==> src/rtl/ila_capture_ctrl.sv <==
// ila_capture_ctrl: ILA capture sequencer (pre/post-trigger window into a circular RAM, then chronological readout).
// Define ILA_EDGE_TRIG_EN to make the comparator fire on a rising match instead of a level match.
module ila_capture_ctrl #(
    parameter int DEPTH    = 16,
    parameter int ADDR_W   = 4,
    parameter int PRE_TRIG = 4
) (
    input  logic              clk,
    input  logic              rst,
    input  logic              cen,
    input  logic [9:0]        probe_a,
    input  logic [9:0]        probe_b,
    input  logic              trig_a_en,
    input  logic              trig_b_en,
    input  logic [9:0]        trig_a_val,
    input  logic [9:0]        trig_b_val,
    input  logic              arm,
    input  logic              rd_start,
    input  logic              rd_stall,
    output logic              wr_en,
    output logic [ADDR_W-1:0] wr_addr,
    output logic [19:0]       wr_data,
    output logic              rd_en,
    output logic [ADDR_W-1:0] rd_addr,
    output logic              rd_last,
    output logic              busy,
    output logic              done,
    output logic [ADDR_W-1:0] trig_addr,
    output logic [ADDR_W-1:0] start_addr,
    output logic [2:0]        state_dbg
);
    // Handshake: a sample is any cen=1 cycle while capturing; a read is any rd_stall=0 cycle in READ.
    typedef enum logic [2:0] {
        S_IDLE  = 3'd0,
        S_FILL  = 3'd1,
        S_ARMED = 3'd2,
        S_POST  = 3'd3,
        S_DONE  = 3'd4,
        S_READ  = 3'd5
    } state_t;

    localparam int POST_N = DEPTH - PRE_TRIG - 1;
    localparam logic [ADDR_W-1:0] PRE_LAST  = ADDR_W'((PRE_TRIG > 0) ? PRE_TRIG - 1 : 0);
    localparam logic [ADDR_W-1:0] POST_LAST = ADDR_W'((POST_N > 0) ? POST_N - 1 : 0);
    localparam logic [ADDR_W-1:0] RD_LAST   = ADDR_W'(DEPTH - 1);
    localparam logic [ADDR_W-1:0] PRE_OFS   = ADDR_W'(PRE_TRIG);

    state_t            state, state_next;
    logic [ADDR_W-1:0] wr_ptr, rd_ptr, cnt;
    logic              sample, match, trigger, do_arm, do_read, latch_trig, load_rd;

    assign match = (~trig_a_en | (probe_a == trig_a_val)) & (~trig_b_en | (probe_b == trig_b_val));

`ifdef ILA_EDGE_TRIG_EN
    logic match_prev;

    // With no comparator enabled there is no edge to see, so fall back to level.
    assign trigger = match & (~(trig_a_en | trig_b_en) | ~match_prev);

    always_ff @(posedge clk) begin
        if (rst)         match_prev <= 1'b0;
        else if (do_arm) match_prev <= 1'b0;
        else if (sample) match_prev <= match;
    end
`else
    assign trigger = match;
`endif

    always_comb begin
        state_next = state;
        sample     = 1'b0;
        do_arm     = 1'b0;
        do_read    = 1'b0;
        latch_trig = 1'b0;
        load_rd    = 1'b0;
        case (state)
            S_IDLE: begin
                if (arm) begin
                    do_arm     = 1'b1;
                    state_next = (PRE_TRIG == 0) ? S_ARMED : S_FILL;
                end
            end
            S_FILL: begin
                sample = cen;
                if (cen && cnt == PRE_LAST) state_next = S_ARMED;
            end
            S_ARMED: begin
                sample = cen;
                if (cen && trigger) begin
                    latch_trig = 1'b1;
                    state_next = (POST_N == 0) ? S_DONE : S_POST;
                end
            end
            S_POST: begin
                sample = cen;
                if (cen && cnt == POST_LAST) state_next = S_DONE;
            end
            S_DONE: begin
                if (arm) begin
                    do_arm     = 1'b1;
                    state_next = (PRE_TRIG == 0) ? S_ARMED : S_FILL;
                end else if (rd_start) begin
                    load_rd    = 1'b1;
                    state_next = S_READ;
                end
            end
            S_READ: begin
                do_read = ~rd_stall;
                if (!rd_stall && cnt == RD_LAST) state_next = S_DONE;
            end
            default: state_next = S_IDLE;
        endcase
    end

    // cnt is a per-state sample/read counter, cleared whenever the state changes.
    always_ff @(posedge clk) begin
        if (rst) begin
            state      <= S_IDLE;
            wr_ptr     <= '0;
            rd_ptr     <= '0;
            cnt        <= '0;
            wr_en      <= 1'b0;
            wr_addr    <= '0;
            wr_data    <= '0;
            rd_en      <= 1'b0;
            rd_addr    <= '0;
            rd_last    <= 1'b0;
            busy       <= 1'b0;
            done       <= 1'b0;
            trig_addr  <= '0;
            start_addr <= '0;
        end else begin
            state <= state_next;

            if (state_next != state)    cnt <= '0;
            else if (sample || do_read) cnt <= cnt + ADDR_W'(1);

            if (do_arm)      wr_ptr <= '0;
            else if (sample) wr_ptr <= wr_ptr + ADDR_W'(1);

            wr_en <= sample;
            if (sample) begin
                wr_addr <= wr_ptr;
                wr_data <= {probe_b, probe_a};
            end

            if (latch_trig) begin
                trig_addr  <= wr_ptr;
                start_addr <= wr_ptr - PRE_OFS;
            end

            if (load_rd)      rd_ptr <= start_addr;
            else if (do_read) rd_ptr <= rd_ptr + ADDR_W'(1);

            rd_en   <= do_read;
            rd_last <= do_read && (cnt == RD_LAST);
            if (do_read) rd_addr <= rd_ptr;

            busy <= (state_next == S_FILL) || (state_next == S_ARMED) || (state_next == S_POST);
            done <= (state_next == S_DONE);
        end
    end

    assign state_dbg = state;

endmodule

==> config.mk <==
export PLATFORM = sky130hd
export DESIGN_NAME = ila_capture_ctrl
export DESIGN_NICKNAME = d
export VERILOG_FILES = /design/src/rtl/ila_capture_ctrl.sv
export SDC_FILE = /design/constraint.sdc
export NUM_CORES = 1
export LEC_CHECK = 0
export CAP_MARGIN = 20
export CORE_AREA = 5 5 95 97
export CTS_CLUSTER_DIAMETER = 80
export DETAILED_ROUTE_END_ITERATION = 10
export DIE_AREA = 0 0 100 102
export PLACE_DENSITY = 0.61
export SYNTH_ARGS = -nofsm -noshare
export SYNTH_HDL_FRONTEND = slang
export SYNTH_SLANG_ARGS = --single-unit
==> constraint.sdc <==
create_clock -name clk -period 2 [get_ports clk]
set_clock_uncertainty 0.15 [all_clocks]
set_input_delay 0.3 -clock clk [delete_from_list [all_inputs] [get_ports clk]]
set_output_delay 0.3 -clock clk [all_outputs]
set_load 0.005 [all_outputs]
==> load_flow_metrics.sql, run 1 <==
INSERT INTO impl_metrics (metric_group, metric, value, unit) VALUES
('detailed_routing', 'routed_wirelength', '7294', 'µm'),
('grt', 'grt.total_usage', '14.26', '%'),
('place', 'worst_setup_slack_post_dpl', '-0.3430', 'ns'),
('sta', 'clock.fmax', '0.5114', 'GHz'),
('clock_network', 'clock_latency_reported_for_the_late_side_of_the_worst_skew_pair', '0.31', 'ns'),
('sta', 'timing.final.crit_share', '97.76', '%'),
('setup_path', 'critPathTopFamily', 'compound AO/OA/AOI/OAI gates', ''),
('run_status', 'outcome', 'complete, no violations', ''),
('sta', 'setup_viol', '0', ''),
('setup_path', 'critPathKind', 'reg -> reg', ''),
('sta', 'worst_slew_margin_rel', '73.59', '%'),
('detailed_routing', 'first_pass_iters', '4', ''),
('grt', 'grt_use_met1', '18.24', '%'),
('synth', 'count_of_flip_flops_with_a_built_in_enable_after_synthesis', '0', ''),
('sta', 'grt_setup_unrepaired', 'yes', ''),
('clock_network', 'clockBufferDepth', '2', ''),
('place', 'place.gp.congestion', '0.8287', ''),
('sta', 'fin_ws', '0.04477', 'ns'),
('synth', 'yosys-top-cells-area', 'sky130_fd_sc_hd__dfxtp_1, sky130_fd_sc_hd__nand2_1, sky130_fd_sc_hd__a21oi_1', ''),
('setup_path', 'crit_start', 'cnt[1]', ''),
('grt', 'grt_pass1_wl', '11740', 'µm'),
('grt', 'globalRouteOverflowTotal', '0', ''),
('final_layout', 'seqCellArea', '1089', 'µm²'),
('synth', 'sequential_cell_area_fraction_in_the_yosys_report', '42.08', '%'),
('synth', 'ys_ff_latch', '54', ''),
('clock_network', 'clock-sinks', '54', ''),
('sta', 'fin_tns_setup', '0', 'ns'),
('final_layout', 'fin_nets', '473', ''),
('synth', 'ys_dominant_reg_cell', 'sky130_fd_sc_hd__dfxtp_1', ''),
('power_and_ir_drop', 'p_leak', '1.445', 'nW'),
('synth', 'mappedNetlistArea', '2569', 'µm²'),
('grt', 'first_global_vias', '2410', ''),
('place', 'place_inst', '518', ''),
('die', 'die_height', '102', 'µm'),
('sta', 'final_max_slew_viol_count', '0', ''),
('final_layout', 'multiInputGateArea', '1403', 'µm²'),
('sta', 'report.final.hold_viol_count', '0', ''),
('place', 'postPlaceCellArea', '3817', 'µm²'),
('synth', 'synth_nets', '353', ''),
('clock_network', 'cts_tree', 'yes', ''),
('setup_path', 'worstPathRequired', '2.09', 'ns'),
('final_layout', 'design_area', '3965', 'µm²'),
('detailed_routing', 'drt-initial-drc-count', '91', ''),
('synth', 'netlist.area_leader.share', '42.08', '%'),
('setup_path', 'cp_cell_sequence', 'ha_1 > nand4b_1 > a32o_1 > a221o_1 > a21oi_4 > mux2i_1', ''),
('clock_network', 'cts-htree-levels', '2', ''),
('setup_path', 'slowest_delay', '0.39', 'ns'),
('clock_network', 'worst_setup_hold_path_clk_slew', '0.10', 'ns'),
('setup_path', 'data_arrival_time_of_the_critical_path', '2.04', 'ns'),
('power_and_ir_drop', 'ir_worst_vdd', '0.0002676', 'V'),
('setup_path', 'crit_path_end_kind', 'register', ''),
('setup_path', 'master_of_the_slowest_instance_on_the_critical_path', 'sky130_fd_sc_hd__dfxtp_4', ''),
('detailed_routing', 'avgRoutedWirePerCell', '13.87', 'µm'),
('setup_path', 'worst-path-buf-inv', '0', ''),
('detailed_routing', 'drtAntennaViolNets', '0', ''),
('die', 'area_of_the_die', '10200', 'µm²'),
('die', 'die-width', '100', 'µm'),
('final_layout', 'antenna_cells_inserted', '0', ''),
('hold_path', 'holdCritPathClass', 'reg -> reg', ''),
('setup_path', 'timing.critical_path.fanout_max', '7', ''),
('detailed_routing', 'vias_per_cell', '4.743', ''),
('hold_path', 'hold_path_startpoint', 'wr_data[7]', ''),
('detailed_routing', 'number_of_design_rule_violations_left_after_detail_routing', '0', ''),
('final_layout', 'final_core_utilization', '49.25', '%'),
('power_and_ir_drop', 'power_density', '566.4', 'nW/µm²'),
('setup_path', 'r2r-start', 'cnt[1]', ''),
('flow_run', 'max_capacitance_violation_total', '0', ''),
('final_layout', 'finalNonFillerCells', '526', ''),
('synth', 'synth_top_cell_by_area', 'sky130_fd_sc_hd__dfxtp_1', ''),
('synth', 'synthDistinctLibCells', '52', ''),
('die', 'rows', '33', '');
==> kinds of logic (layout without fill, tap and decap cells) <==
kind of cell | count (synthesis) | after routing | share of synthesized area (%)
and+or+nand+nor | 121 | 121 | 23.38
AOI/OAI and AO/OA | 70 | 70 | 17.73
DFF | 54 | 54 | 42.08
buffers and inverters | 21 | 141 | 4.140
xor gates and xnor gates | 28 | 28 | 9.547
muxes | 3 | 3 | 1.169
adders and majority gates | 4 | 4 | 1.948
==> what timing repair did <==
action,4_1_cts,5_1_grt
pin swaps,0,4
endpoints found under the setup margin,5,9
resized for setup,5,6
buffers inserted,0,1
hold buffers,0,0
==> routing by layer <==
| metal | part of all wire, % | wire length, µm |
|---|---|---|
| met5 | 0 | 0 |
| met4 | 3.0 | 220 |
| met3 | 5.5 | 398 |
| met2 | 46 | 3341 |
| met1 | 46 | 3334 |
==> area by class of cell <==
type	instances	area share (%)
inverter	4	0.3787
clock buffer	6	2.083
clock inverter	1	0.7573
sequential	54	27.45
timing repair buffer	130	30.64
multi-input combinational	226	35.37
tap	105	3.313
==> state kept, by name (all words and copies together) (netlist names), 2 cells and up <==
| signal | count |
|---|---|
| wr_ptr | 4 |
| cnt | 4 |
| wr_addr | 4 |
| start_addr | 2 |
| rd_ptr | 4 |
| state_dbg | 3 |
| rd_addr | 4 |
| trig_addr | 4 |
| wr_data | 20 |
==> worst register-to-register path, cell delays in order (launching register included) <==
cell                       delay (ns)
sky130_fd_sc_hd__dfxtp_4         0.39
sky130_fd_sc_hd__ha_1            0.17
sky130_fd_sc_hd__nand4b_1        0.10
sky130_fd_sc_hd__a32o_1          0.27
sky130_fd_sc_hd__a221o_1         0.30
sky130_fd_sc_hd__a21oi_4         0.27
sky130_fd_sc_hd__mux2i_1         0.23
==> where the power goes <==
part	switching (mW)	internal, mW	leakage (nW)	total (mW)
registers	0.0174	1.10	0.440	1.12
logic	0.156	0.219	0.948	0.375
clock network	0.354	0.401	0.0573	0.755
==> path summary, 6_finish.rpt <==
kind,to,slack (ns),cells after the start
max,cnt[1],0.04,6
max reg2reg,cnt[1],0.04,6
min,wr_data[7],0.31,2
min reg2reg,wr_data[7],0.31,2
==> stage by stage <==
step           hold WS (ns)  power, mW
2_1_floorplan        0.2860      1.276
3_3_place_gp         0.2920      1.509
3_5_place_dp         0.2969      1.511
4_1_cts              0.3102      2.270
5_1_grt              0.3287      2.360
6_report             0.3069      2.246
==> cell usage in the layout (no fill, tap or decap), types with 2 or more instances in the layout <==
cell type / synthesis / final
sky130_fd_sc_hd__clkdlybuf4s50_1: 0 / 90
sky130_fd_sc_hd__nand2_1: 67 / 67
sky130_fd_sc_hd__dfxtp_1: 54 / 50
sky130_fd_sc_hd__a21oi_1: 39 / 39
sky130_fd_sc_hd__buf_4: 2 / 38
sky130_fd_sc_hd__xnor2_1: 15 / 15
sky130_fd_sc_hd__nor2_1: 14 / 14
sky130_fd_sc_hd__nand3_1: 12 / 12
sky130_fd_sc_hd__xor2_1: 13 / 12
sky130_fd_sc_hd__o21ai_0: 9 / 9
sky130_fd_sc_hd__clkbuf_8: 0 / 6
sky130_fd_sc_hd__nand4_1: 4 / 4
sky130_fd_sc_hd__inv_1: 4 / 3
sky130_fd_sc_hd__nor3_1: 3 / 3
sky130_fd_sc_hd__mux2i_1: 3 / 3
sky130_fd_sc_hd__ha_1: 4 / 3
sky130_fd_sc_hd__dfxtp_2: 0 / 3
sky130_fd_sc_hd__nand2b_1: 2 / 2
sky130_fd_sc_hd__nand4b_1: 2 / 2
sky130_fd_sc_hd__or2_2: 2 / 2
sky130_fd_sc_hd__and3_1: 2 / 2
sky130_fd_sc_hd__o211ai_1: 2 / 2
sky130_fd_sc_hd__a211oi_1: 3 / 2
sky130_fd_sc_hd__o2111ai_1: 2 / 2
No activity file was read; power rests on OpenSTA's default activity.
==> inputs of run 2 (changes only) <==
- GPL_ROUTABILITY_DRIVEN: not set -> 0
==> results of run 2 <==
Same layout as run 1: the final DEF is identical, and so are final timing and power.
